`src/rtl/ternary_mvm_sequencer_pkg.sv`:
```
// Shared types and default geometry for the ternary MVM sequencer.
// Default sizes give 8 core rows, each driven with two activations and a 32-bit weight row.
package ternary_mvm_sequencer_pkg;

    localparam int IN_LEN    = 16;
    localparam int OUT_LEN   = 8;
    localparam int BIT_WIDTH = 8;

    localparam int R         = IN_LEN / 2;
    localparam int W_BYTES   = 4 * R;
    localparam int W_ROW_W   = 4 * OUT_LEN;
    localparam int ROW_W     = $clog2(R);

    typedef enum logic [2:0] {
        IDLE,
        LOAD_W,
        LOAD_X,
        RUN,
        FLUSH,
        DRAIN
    } state_t;

    // Each result byte takes three DRAIN steps: present row, capture core output, hold for host.
    typedef enum logic [1:0] {
        DR_SET,
        DR_CAP,
        DR_HOLD
    } drain_ph_t;

endpackage

```
`src/rtl/ternary_weight_store.sv`:
```
// Byte-addressed weight register file with a whole-row combinational read port.
// Write takes effect on the next edge; the read is combinational; no flow control (always accepts).
// Sync reset clears every byte, so weights do not survive a reset.
module ternary_weight_store #(
    parameter int NBytes   = 32,
    parameter int RowBytes = 4,
    parameter int RowW     = 3,
    parameter int AddrW    = 5
) (
    input  logic                    clk,
    input  logic                    rst,
    input  logic                    we,
    input  logic [AddrW-1:0]        waddr,
    input  logic [7:0]              wdata,
    input  logic [RowW-1:0]         rd_row,
    output logic [8*RowBytes-1:0]   rd_data
);

    logic [7:0] mem [NBytes];

    always_ff @(posedge clk) begin
        if (rst) begin
            for (int i = 0; i < NBytes; i++) begin
                mem[i] <= '0;
            end
        end else if (we) begin
            mem[waddr] <= wdata;
        end
    end

    // Little-endian: the lowest address of a row lands in rd_data[7:0].
    always_comb begin
        rd_data = '0;
        for (int b = 0; b < RowBytes; b++) begin
            rd_data[8*b +: 8] = mem[AddrW'(int'(rd_row) * RowBytes + b)];
        end
    end

endmodule

```
`src/rtl/ternary_mvm_sequencer.sv`:
```
// Loads weight/activation byte frames, sequences the ternary core row by row, then streams results.
// Core outputs lag state by one cycle: FLUSH strobe R+1 cycles after the last activation, first result 2 cycles later.
// in_ready drops while busy; result bytes hold in res_data until res_ready, stalling the drain.
module ternary_mvm_sequencer
    import ternary_mvm_sequencer_pkg::*;
#(
    parameter int InLen    = IN_LEN,
    parameter int OutLen   = OUT_LEN,
    parameter int BitWidth = BIT_WIDTH
) (
    input  logic                    clk,
    input  logic                    rst,
    input  logic                    in_valid,
    input  logic [7:0]              in_data,
    input  logic                    in_sel,
    output logic                    in_ready,
    output logic                    res_valid,
    output logic [BitWidth-1:0]     res_data,
    input  logic                    res_ready,
    output logic                    busy,
    output logic [ROW_W-1:0]        mvm_row,
    output logic                    mvm_en,
    output logic [2*BitWidth-1:0]   mvm_vec,
    output logic [4*OutLen-1:0]     mvm_w,
    input  logic [BitWidth-1:0]     mvm_res
);

    localparam int NROW   = InLen / 2;
    localparam int RB     = OutLen / 2;
    localparam int WB     = NROW * RB;
    localparam int WA_W   = $clog2(WB);
    localparam int XA_W   = $clog2(InLen);
    localparam int CNT_W  = $clog2((WB > InLen) ? WB : InLen) + 1;

    state_t                 state, state_nxt;
    drain_ph_t              dr_ph;
    logic [CNT_W-1:0]       cnt;
    logic [ROW_W-1:0]       row;
    logic [BitWidth-1:0]    x_buf [InLen];
    logic [4*OutLen-1:0]    w_row;
    logic                   in_fire, res_fire, w_we, x_we, last_w, last_x;

    assign in_ready = !rst && (state == IDLE || state == LOAD_W || state == LOAD_X);
    assign busy     = (state == RUN) || (state == FLUSH) || (state == DRAIN);
    assign in_fire  = in_valid && in_ready;
    assign res_fire = res_valid && res_ready;
    assign last_w   = (cnt == CNT_W'(WB - 1));
    assign last_x   = (cnt == CNT_W'(InLen - 1));
    assign w_we     = in_fire && (state == LOAD_W || (state == IDLE && in_sel));
    assign x_we     = in_fire && (state == LOAD_X || (state == IDLE && !in_sel));

    always_ff @(posedge clk) begin
        if (rst) state <= IDLE;
        else     state <= state_nxt;
    end

    always_comb begin
        state_nxt = state;
        case (state)
            IDLE:    if (in_fire) state_nxt = in_sel ? LOAD_W : LOAD_X;
            LOAD_W:  if (in_fire && last_w) state_nxt = IDLE;
            LOAD_X:  if (in_fire && last_x) state_nxt = RUN;
            RUN:     if (row == ROW_W'(NROW - 1)) state_nxt = FLUSH;
            FLUSH:   state_nxt = DRAIN;
            DRAIN:   if (dr_ph == DR_HOLD && res_fire && row == ROW_W'(OutLen - 1)) state_nxt = IDLE;
            default: state_nxt = IDLE;
        endcase
    end

    // cnt indexes the byte being accepted; row doubles as the RUN row and the DRAIN result index.
    always_ff @(posedge clk) begin
        if (rst) begin
            cnt   <= '0;
            row   <= '0;
            dr_ph <= DR_SET;
        end else begin
            if (in_fire) cnt <= (state_nxt == IDLE || state_nxt == RUN) ? '0 : cnt + 1'b1;
            case (state)
                RUN: row <= (state_nxt == RUN) ? row + 1'b1 : '0;
                FLUSH: begin
                    row   <= '0;
                    dr_ph <= DR_SET;
                end
                DRAIN: begin
                    case (dr_ph)
                        DR_SET:  dr_ph <= DR_CAP;
                        DR_CAP:  dr_ph <= DR_HOLD;
                        default: if (res_fire) begin
                            dr_ph <= DR_SET;
                            row   <= (state_nxt == DRAIN) ? row + 1'b1 : '0;
                        end
                    endcase
                end
                default: ;
            endcase
        end
    end

    always_ff @(posedge clk) begin
        if (rst) begin
            for (int i = 0; i < InLen; i++) begin
                x_buf[i] <= '0;
            end
        end else if (x_we) begin
            x_buf[cnt[XA_W-1:0]] <= BitWidth'(in_data);
        end
    end

    ternary_weight_store #(
        .NBytes   (WB),
        .RowBytes (RB),
        .RowW     (ROW_W),
        .AddrW    (WA_W)
    ) u_wstore (
        .clk     (clk),
        .rst     (rst),
        .we      (w_we),
        .waddr   (cnt[WA_W-1:0]),
        .wdata   (in_data),
        .rd_row  (row),
        .rd_data (w_row)
    );

    // Core-facing outputs are registered from the current state, so they trail it by one cycle.
    always_ff @(posedge clk) begin
        if (rst) begin
            mvm_row   <= '0;
            mvm_en    <= 1'b0;
            mvm_vec   <= '0;
            mvm_w     <= '0;
            res_valid <= 1'b0;
            res_data  <= '0;
        end else begin
            mvm_row <= (state == RUN || state == DRAIN) ? row : '0;
            mvm_en  <= (state == FLUSH);
            mvm_vec <= (state == RUN) ? {x_buf[XA_W'(2 * int'(row))], x_buf[XA_W'(2 * int'(row) + 1)]} : '0;
            mvm_w   <= (state == RUN) ? w_row : '0;
            if (state == DRAIN && dr_ph == DR_CAP) begin
                res_data  <= mvm_res;
                res_valid <= 1'b1;
            end else if (res_fire) begin
                res_valid <= 1'b0;
            end
        end
    end

endmodule

```
`config.mk`:
```
export PLATFORM = sky130hd
export DESIGN_NAME = ternary_mvm_sequencer
export DESIGN_NICKNAME = d
export VERILOG_FILES = /design/src/rtl/ternary_mvm_sequencer_pkg.sv /design/src/rtl/ternary_weight_store.sv /design/src/rtl/ternary_mvm_sequencer.sv
export SDC_FILE = /design/constraint.sdc
export NUM_CORES = 1
export LEC_CHECK = 0
export ABC_CLOCK_PERIOD_IN_PS = 3500
export CORE_UTILIZATION = 60
export CTS_BUF_LIST = sky130_fd_sc_hd__clkbuf_4
export CTS_CLUSTER_DIAMETER = 60
export DETAILED_ROUTE_END_ITERATION = 12
export PLACE_DENSITY = 0.79
export SYNTH_ARGS = -nofsm -noshare
export SYNTH_HDL_FRONTEND = slang
export SYNTH_HIERARCHICAL = 1
export SYNTH_SLANG_ARGS = --single-unit
```
`constraint.sdc`:
```
create_clock -name clk -period 3.5 [get_ports clk]
set_input_delay 0.525 -clock clk [delete_from_list [all_inputs] [get_ports clk]]
set_output_delay 0.525 -clock clk [all_outputs]
set_load 0.03 [all_outputs]
```
==> impl_metrics.csv <==
group,metric,value,unit
cts,cts_buffer_depth,3,
cts,cts_resized,0,
route,viasPerCell,6.07,
floorplan,start_util,61.5,%
yosys,ys_seq_area_share,64.6,%
yosys,synth_area_leaders,"edfxtp_1 (57%), mux4_2 (8.5%), dfxtp_1 (7.4%)",
yosys,synth.most_common_cell,"edfxtp_1",
sta,final_max_slew_viol_count,0,
floorplan,pin_count,84,
floorplan,rows,66,
sta,max_freq,0.322,GHz
global_routing,antenna_found_initial,2,
worst_setup_path,cp-end-kind,"primary output",
floorplan,die_x,185,microns
sta,hold_slack,220,ps
cts,clockRootBuffer,"clkbuf_4",
cts,cts_sinks,459,
sta,finalHoldViolations,0,
cts,cts_tree,"built",
global_routing,gr-total-overflow,0,
worst_setup_path,path_class,"reg -> out",
yosys,ys_seq_elements,459,
worst_setup_path,cp.required,2970,ps
floorplan,dieArea,0.0343,sq mm
route,num_vias,12710,
route,first_pass_iters,5,
worst_hold_path,hold_path.class,"in -> reg",
yosys,syn_nets,1425,
cells_and_area,fillers,2194,
yosys,postSynth.asyncResetShare,0,%
place,io_buffer_count,83,
global_routing,grt_pass1_vias,12968,
run_status,status,"completed",
cts,worst_setup_hold_path_clk_slew,60,ps
yosys,yosysTopAreaCellShare,57.2,%
place,pre_cts_ws,411,ps
place,hpwlAfterDp,28.8,mm
cells_and_area,area_growth,15.0,%
global_routing,grt_first_pass_wirelength,72.2,mm
power,ir_worst_vdd,0.367,mV
sta,finalCritPeriodShare,88.8,%
yosys,synth_area,0.0202,sq mm
route,routed_wl,46.4,mm
sta,finalWorstSetupSlack,392,ps
yosys,synthTopCellsByCount,"edfxtp_1 (384), nor3_1 (211), and2_1 (161), clkbuf_1 (82), mux4_2 (76)",
power,powerDensity,477,mW/mm^2
route,wl_per_cell,22.1,microns
global_routing,grt_max_degree,73,
floorplan,chipHeight,185,microns
cts,cts_htree_levels,3,
yosys,synth_cell_types,56,
cts,postCtsHoldBufs,0,
sta,max_slew.worst_pin.slew,870,ps
sta,relSlewSlack,42.0,%
yosys,synthCells,1398,
route,antenna_violating_nets_post_route,0,
cells_and_area,fin_nets,1582,
yosys,avgSynthCellArea,14.4,sq um
global_routing,grt_usage,28.4,%
place,place_congestion,0.854,
floorplan,core_area,0.0328,sq mm
sta,finClkSkew,36.8,ps
yosys,synth_ff_type,"edfxtp_1",
power,cellLeakagePower,7.92,nW
flow_run,maxCapViolCount,0,
sta,setup_viol,0,
cts,numCtsBuffers,115,
worst_setup_path,cp.arrival,2580,ps
cts,insertion_delay,790,ps
yosys,ys_warn_count,6,
sta,tns,0,ps
cells_and_area,layout-drive-gt1-share,25.8,%
sta,grt_setup_unrepaired,"false",
sta,period_needed,3110,ps
yosys,synth_largest_area_cell,"edfxtp_1",
route,drt-initial-drc-count,1059,
yosys,synth-edff-count,384,
worst_setup_path,cp-start-kind,"flip-flop",
worst_setup_path,crit_fanout,13,
cts,cts_setup_buffers,0,
route,drcViolationCount,0,
==> final cells by class <==
type                    count  area (sq um)  area share [%]
clock inverters            43           200           0.864
diodes                      2          5.00          0.0216
well taps                 442           553            2.39
flip-flops and latches    459         13000            56.3
inverters                  17          63.8           0.275
repair buffers            172          1570            6.77
clock buffers             170          1280            5.51
multi-input cells         790          6470            27.9
==> cell families (layout without fill, tap and decap cells) <==
family,after synthesis,after routing,synth area share [%]
and+or+nand+nor,555,555,15.3
muxes,129,129,12.9
DFF,459,459,64.6
buffers and inverters,149,402,3.46
other,0,2,0
xor gates and xnor gates,5,5,0.217
adders and majority gates,6,6,0.372
AOI/OAI and AO/OA,95,95,3.04
==> worst paths after layout <==
kind	endpoint	from	slack [ps]	cells past startpoint
setup / recovery	busy	state[0]	390	3
hold / removal	state[1]	rst	220	4
setup reg to reg	u_wstore/mem[24][2]	state[0]	710	6
hold reg to reg	res_data[0]	res_data[0]	460	2
==> report_power, final <==
group | total, mW | internal (mW) | leakage, nW | switching [mW]
Combinational | 0.470 | 0.179 | 2.49 | 0.292
Clock | 4.45 | 2.30 | 0.885 | 2.14
Sequential | 6.14 | 6.07 | 4.54 | 0.0679
Total | 11.1 | 8.55 | 7.92 | 2.50
==> per-stage QoR <==
step	instance area, sq um	cells	total power, mW	utilization (%)
2_1_floorplan	20200	1398	6.49	-
3_3_place_gp	21700	1880	6.69	66.2
3_5_place_dp	21700	1880	6.72	66.2
4_1_cts	23200	2093	11.1	70.7
5_1_grt	23200	2095	11.5	70.7
6_report	23200	2095	11.1	70.7
==> cells in the final DEF (no fill, tap or decap), types with 7 or more instances in the layout <==
cell type and instances:
a21oi_1 31, and2_1 161, buf_4 83, clkbuf_4 170
clkdlybuf4s50_1 82, clkinv_1 32, clkinv_2 7, dfxtp_1 72
edfxtp_1 384, inv_1 8, inv_2 11, mux2_2 32
mux4_1 20, mux4_2 76, nand2_1 48, nand3_1 17
nand4_1 10, nor2_1 49, nor3_1 210, nor3_2 24
o21ai_0 15, o21bai_1 33
==> worst max-delay path, cell delays in order, from the launching register on <==
cell and delay, ps:
dfxtp_1 620, nand2_1 240, o21ai_0 210, clkdlybuf4s50_1 710
==> routing by layer <==
metal / vias to the layer above / wire (microns) / global-route usage, %
li1: 5676 / - / -
met1: 6220 / 18000 / 37.0
met2: 716 / 22600 / 45.9
met3: 98 / 4610 / 7.41
met4: 0 / 1250 / 11.4
met5: - / 0 / 0
==> state kept, by name, summed over array words and instances (netlist names) <==
name          flops
row               3
dr_ph             2
mvm_w            32
mvm_row           3
mvm_vec          16
mvm_en            1
u_wstore/mem    256
res_valid         1
cnt               6
x_buf           128
state             3
res_data          8
Note: power is estimated with default switching activity, not from simulation.
